==> src/rtl/decryption.sv <==
// Iterative MacGuffin block decryptor: one reverse round per clock, keys read
// combinationally from the shared round-key bus, AXI-Stream in and out.
module decryption #(
  parameter int ROUNDS = 32,
  parameter int KEY_W  = 48
) (
  input  logic                           clk,
  input  logic                           rst,
  input  logic [63:0]                    s_axis_tdata,
  input  logic                           s_axis_tvalid,
  output logic                           s_axis_tready,
  output logic [63:0]                    m_axis_tdata,
  output logic                           m_axis_tvalid,
  input  logic                           m_axis_tready,
  input  logic [ROUNDS-1:0][KEY_W-1:0]   round_keys,
  input  logic                           key_ready
);

  localparam int CW = (ROUNDS > 1) ? $clog2(ROUNDS) : 1;
  localparam logic [CW-1:0] LAST = CW'(ROUNDS - 1);

  // 6-in/2-out S-boxes shared with the encryptor; entry x of box j is {SB_HI[j][x], SB_LO[j][x]}
  localparam logic [63:0] SB_LO [8] = '{
    64'hD3A5_96C3_3C69_5A0F, 64'h4B1E_E187_78D2_2D69, 64'h96F0_0F96_A55A_C33C,
    64'h2DB4_B42D_D24B_4BD2, 64'h87E1_1E78_69A5_F00F, 64'h5AC3_3C5A_A53C_C3A5,
    64'hE14B_B41E_1EB4_4BE1, 64'h3C96_693C_C369_96C3
  };
  localparam logic [63:0] SB_HI [8] = '{
    64'h6996_C33C_A55A_0FF0, 64'hB44B_2DD2_E11E_8778, 64'h0FF0_6996_3CC3_5AA5,
    64'hD22D_4BB4_1EE1_7887, 64'hA55A_F00F_9669_3CC3, 64'h3CC3_A55A_0FF0_6996,
    64'h4BB4_E11E_D22D_1EE1, 64'hC33C_9669_5AA5_F00F
  };

  typedef enum logic [1:0] {
    IDLE = 2'd0,
    RUN  = 2'd1,
    OUT  = 2'd2
  } state_t;

  state_t        state_q, state_d;
  logic [CW-1:0] cnt_q, cnt_d;
  logic [63:0]   data_q, data_d;
  logic [63:0]   round_s;

  function automatic logic [1:0] sbox(input int j, input logic [5:0] x);
    sbox = {SB_HI[j][x], SB_LO[j][x]};
  endfunction

  // Each box takes two key-mixed bits from each of the three input words
  function automatic logic [15:0] f_round(input logic [15:0] a, input logic [15:0] b,
                                          input logic [15:0] c, input logic [47:0] k);
    logic [15:0] ka, kb, kc;
    logic [5:0]  x;
    ka = a ^ k[47:32];
    kb = b ^ k[31:16];
    kc = c ^ k[15:0];
    f_round = 16'd0;
    for (int j = 0; j < 8; j++) begin
      x = {ka[2*j+1], ka[2*j], kb[(2*j+5)%16], kb[(2*j+4)%16],
           kc[(2*j+11)%16], kc[(2*j+10)%16]};
      f_round[2*j +: 2] = sbox(j, x);
    end
  endfunction

  assign round_s = {data_q[15:0] ^ f_round(data_q[63:48], data_q[47:32], data_q[31:16],
                                           round_keys[cnt_q][47:0]),
                    data_q[63:16]};

  always_ff @(posedge clk or negedge rst) begin
    if (!rst) begin
      state_q <= IDLE;
      cnt_q   <= LAST;
      data_q  <= 64'd0;
    end else begin
      state_q <= state_d;
      cnt_q   <= cnt_d;
      data_q  <= data_d;
    end
  end

  always_comb begin
    state_d = state_q;
    cnt_d   = cnt_q;
    data_d  = data_q;
    case (state_q)
      IDLE: begin
        if (s_axis_tvalid && key_ready) begin
          data_d  = s_axis_tdata;
          cnt_d   = LAST;
          state_d = RUN;
        end else begin
          state_d = IDLE;
        end
      end
      RUN: begin
        // Losing the keys mid-block makes the partial result meaningless
        if (!key_ready) begin
          cnt_d   = LAST;
          state_d = IDLE;
        end else if (cnt_q == {CW{1'b0}}) begin
          data_d  = round_s;
          cnt_d   = LAST;
          state_d = OUT;
        end else begin
          data_d  = round_s;
          cnt_d   = cnt_q - {{(CW-1){1'b0}}, 1'b1};
          state_d = RUN;
        end
      end
      OUT: begin
        if (m_axis_tready) begin
          state_d = IDLE;
        end else begin
          state_d = OUT;
        end
      end
      default: begin
        state_d = IDLE;
        cnt_d   = LAST;
      end
    endcase
  end

  always_comb begin
    s_axis_tready = 1'b0;
    m_axis_tvalid = 1'b0;
    m_axis_tdata  = 64'd0;
    case (state_q)
      IDLE: s_axis_tready = key_ready & rst;
      OUT: begin
        m_axis_tvalid = 1'b1;
        m_axis_tdata  = data_q;
      end
      default: s_axis_tready = 1'b0;
    endcase
  end

endmodule

==> config.mk <==
export PLATFORM = sky130hd
export DESIGN_NAME = decryption
export DESIGN_NICKNAME = d
export VERILOG_FILES = /design/src/rtl/decryption.sv
export SDC_FILE = /design/constraint.sdc
export NUM_CORES = 1
export LEC_CHECK = 0
export ABC_AREA = 1
export BUFFER_PORTS_ARGS = -buffer_cell sky130_fd_sc_hd__buf_4
export CAP_MARGIN = 20
export CORE_AREA = 2 2 660 662
export DETAILED_ROUTE_END_ITERATION = 10
export DIE_AREA = 0 0 662 664
export SYNTH_ARGS = -nofsm -noshare
export SYNTH_HDL_FRONTEND = slang
export SYNTH_SLANG_ARGS = --single-unit
==> constraint.sdc <==
create_clock -name clk -period 4.7 [get_ports clk]
set_clock_uncertainty 0.05 [all_clocks]
set_input_delay 0.235 -clock clk [delete_from_list [all_inputs] [get_ports clk]]
set_output_delay 0.235 -clock clk [all_outputs]
set_load 0.02 [all_outputs]
==> summary.txt <==
Synth
  – Area share of fa/ha/maj cells after synthesis: 0.006026
  – Post-synthesis instance total: 4126
  – Simple-gate area share of the yosys netlist: 0.4559
  – Most common flop cell mapped by yosys: dfrtp_1
  – Multiplexer share of the synthesized area: 0
  – Synth Area per Inst: 5.032 um^2
  – Post-synthesis compound-gate area fraction: 0.3170
  – Number of enable-type register cells in the synthesized netlist: 0
  – Synth cell count leaders: nor2_1 (1017), nand2_1 (873), o21ai_0 (685)
  – Top cell type by total area after synthesis: nor2_1
  – Synth Area in XOR/XNOR: 0.01024
  – Count of yosys warnings during synthesis: 0
  – Share of async-settable or async-resettable flops after synthesis: 1.000
  – Share of the yosys chip area belonging to registers: 0.08587
  – Share of the synthesized area in the top cell type: 0.1839
  – Number of synthesized register bits: 71
  – Biggest area contributors in the synthesized netlist: nor2_1 (18%), o21ai_0 (17%), nand2_1 (16%)
  – Number of distinct library cell variants in the gate-level netlist after synthesis: 37
  – Syn Std Cell Area: 20760 um^2
  – Top-count cell post-synth: nor2_1
  – Syn_nets: 5741
  – Largest family of logic cells by synthesized area: simple AND/OR/NAND/NOR gates

GRT
  – Combined global-route utilization of all metal layers: 0.1697
  – Leftover overflow at the end of global routing: 0
  – Pin count of the biggest net entering global routing: 117
  – Antenna violations before repair: 406
  – Global-route wire length before repair: 463000 um
  – Vias in the first global route: 35650

Pwr
  – Internal power summed over all cells: 6.468 mW
  – Combinational power share: 0.906
  – Total power after layout: 19.20 mW
  – Peak supply drop: 0.0002350 V
  – Clock Power Share: 0.042
  – Net switching power of the design: 12.74 mW
  – Static Leak: 17.59 nW
  – Power per standard cell area: 463.1 nW/um^2
  – Switching Fraction: 0.6632
  – Reg power frac: 0.051

Clock tree
  – Root cell of the clock tree: clkbuf_16
  – CTS tree: done
  – Clock buffer count from CTS: 9
  – Maximum level of the CTS H-tree: 3
  – Insertion delay of the later-clocked pin in the worst-skew pair: 0.39 ns
  – Bufs on Longest Clock Path: 2
  – Sink Count: 71
  – Clock-pin slew reported for the worst setup and hold paths after clock tree synthesis: 0.08 ns

Detailed routing
  – Detailed-routed wire length on met2: 185800 um
  – Remaining routing DRC violations: 0
  – Vias per std cell: 3.354
  – Total via count after detailed routing: 38770
  – Total routed wirelength: 395300 um
  – Met3 wire len: 41980 um
  – Highest Signal Layer: met5
  – Number of design-rule violations left by the first detailed-router iteration: 3545
  – Remaining antenna violation count after routing: 0
  – Post-detailed-route wirelength per cell: 34.19 um
  – Total iterations of the first detailed-routing run: 6
  – Routed length on met1: 151100 um

Critical path
  – Sort of element at the end of the critical path: flip-flop
  – Type of the worst setup path: flip-flop to flip-flop
  – Max Fanout on Critical Path: 52
  – Critical path's largest stage delay: 0.85 ns
  – Dominant delay contributor by cell family on the critical path: simple AND/OR/NAND/NOR gates
  – Required arrival time at the worst endpoint: 4.92 ns
  – Worst endpoint data arrival time: 4.77 ns
  – Cell breakdown of the critical path: buf_12 -> buf_12 -> o21ai_0 -> o211ai_1 -> nand3_1 -> nand4_1 -> nand3_1 -> nand2_1 -> nand3_1 -> nand2_1 -> nand2_1 -> nand3_1 -> nand2_1 -> nand2_1 -> nand3_1 -> nand2_1 -> nand2_1
  – Max stage delay cell, worst path: o211ai_1
  – Most frequent CP cell: nand2_1
  – Startpoint types: flip-flop
  – Buffers & Inverters on Critical Path: 2

Timing
  – Final-report setup violation count: 0
  – Smallest hold slack: 0.06849 ns
  – Final critical path time including I/O delays and setup: 4.553 ns
  – Pins Over Slew Limit: 0
  – Worst Tran Pin Value: 1.148 ns
  – Max Clock Freq: 219.6 MHz
  – Unrepaired setup endpoints after global routing: false
  – Final period util: 0.9688
  – Tightest slew margin relative to the limit: 0.2312
  – Final count of hold timing violations: 0
  – Total negative setup slack: 0 ns

Die
  – Core Footprint: 432700 um^2
  – Die outline height: 664 um
  – Initial core utilization: 0.04798
  – Die boundary width: 662 um
  – Die ar.: 439600 um^2
  – IO Count: 1671
  – Std cell rows: 242

Place
  – Gpl congestion: 0.9484
  – Count of input and output buffers: 1670
  – Sum of net half-perimeters after detailed placement: 354000 um

Layout
  – Fraction of layout instances using a drive strength above 1: 0.3435
  – Utilization after layout: 0.09583
  – Area growth syn-to-layout: 99.71%
  – Post-layout nets: 7296

Flow run
  – Maximum Capacitance Violations: 0

Run status
  – Result of the run: complete, no violations

Min path
  – Worst Hold Class: primary input to flip-flop
registers in the layout, summed over array words and instances (netlist names):
register and flops:
state_q 2, cnt_q 5, data_q 64
power groups by stage:
| stage | Clock (mW) | Combinational (mW) | Sequential (mW) |
|---|---|---|---|
| after floorplan | 0 | 8.89 | 0.877 |
| after global placement | 0 | 17.7 | 1.02 |
| after detailed placement | 0 | 17.5 | 1.02 |
| after CTS | 0.831 | 17.6 | 1.01 |
| after global routing | 0.853 | 18.9 | 1.01 |
| final | 0.814 | 17.4 | 0.987 |
area by class of cell:
type	count	area [um^2]
Fill cell	51260	391200
Multi-Input combinational cell	3546	16420
Timing Repair Buffer	1893	14730
Tap cell	5734	7174
Sequential cell	71	1802
Inverter	158	645.6
Antenna cell	140	350.3
Clock buffer	11	242.7
Clock inverter	5	81.33
Timing Repair inverter	2	22.52
timing repair:
item | CTS | global route
endpoints found under the setup margin | 0 | 8
hold buffers | 1 | 0
setup buffers | 0 | 5
hold endpoints to repair | 32 | 0
resized for setup | 0 | 6
cells in the final DEF (no fill, tap or decap), types with 4 or more instances in the layout:
cell type / n
dfrtp_1: 66
inv_1: 143
nand2_2: 6
buf_4: 1851
o221ai_1: 28
nor2_1: 1014
ha_1: 10
o21ai_0: 681
o22ai_1: 129
nand3_1: 402
nand3b_1: 4
or2_2: 5
o21ai_1: 82
nand2_1: 871
xor2_1: 15
dfstp_4: 5
xor2_2: 5
buf_12: 41
nand4_1: 34
o211ai_1: 182
inv_2: 10
clkbuf_16: 9
a21oi_1: 58
diode_2: 140
cell families (layout without fill, tap and decap cells):
kind of cell               after synthesis  in the layout
and+or+nand+nor                       2349           2349
buffers and inverters                  509           2069
other                                    0            140
DFF                                     71             71
adders and majority gates               10             10
xor gates and xnor gates                20             20
AOI/OAI and AO/OA                     1167           1167
metal layers:
metal,up-vias,track usage
li1,17250,-
met1,18240,0.1916
met2,2315,0.2886
met3,744,0.07155
met4,228,0.05019
met5,-,0
final timing paths:
check                                       startpoint                endpoint  slack, ns  cells after the start
worst max-delay path              cnt_q[0]$_DFFE_PN1P_  data_q[63]$_DFFE_PN0P_       0.15                     17
worst min-delay path                  s_axis_tdata[26]  data_q[26]$_DFFE_PN0P_       0.07                      3
worst max register to register    cnt_q[0]$_DFFE_PN1P_  data_q[63]$_DFFE_PN0P_       0.15                     17
worst min register to register  data_q[53]$_DFFE_PN0P_  data_q[53]$_DFFE_PN0P_       0.43                      2
max in group asynchronous                          rst    cnt_q[1]$_DFFE_PN1P_       3.16                      3
min in group asynchronous                          rst  data_q[29]$_DFFE_PN0P_       0.40                      2
metrics by stage:
step / instances / area (um^2) / setup slack (ns)
after floorplan: 4126 / 20760 / 1.157
after global placement: 11390 / 40670 / 0.03944
after detailed placement: 11400 / 40690 / 0.1944
after CTS: 11410 / 41020 / 0.1522
after global routing: 11480 / 41260 / 0.01728
final: 11560 / 41460 / 0.1467
tightest hold or removal path, delay by kind of cell:
kind,cells,cell delay [ns]
AO/OA/AOI/OAI,2,0.15
buffers and inverters,1,0.08
Power figures use the tool's default switching activity.
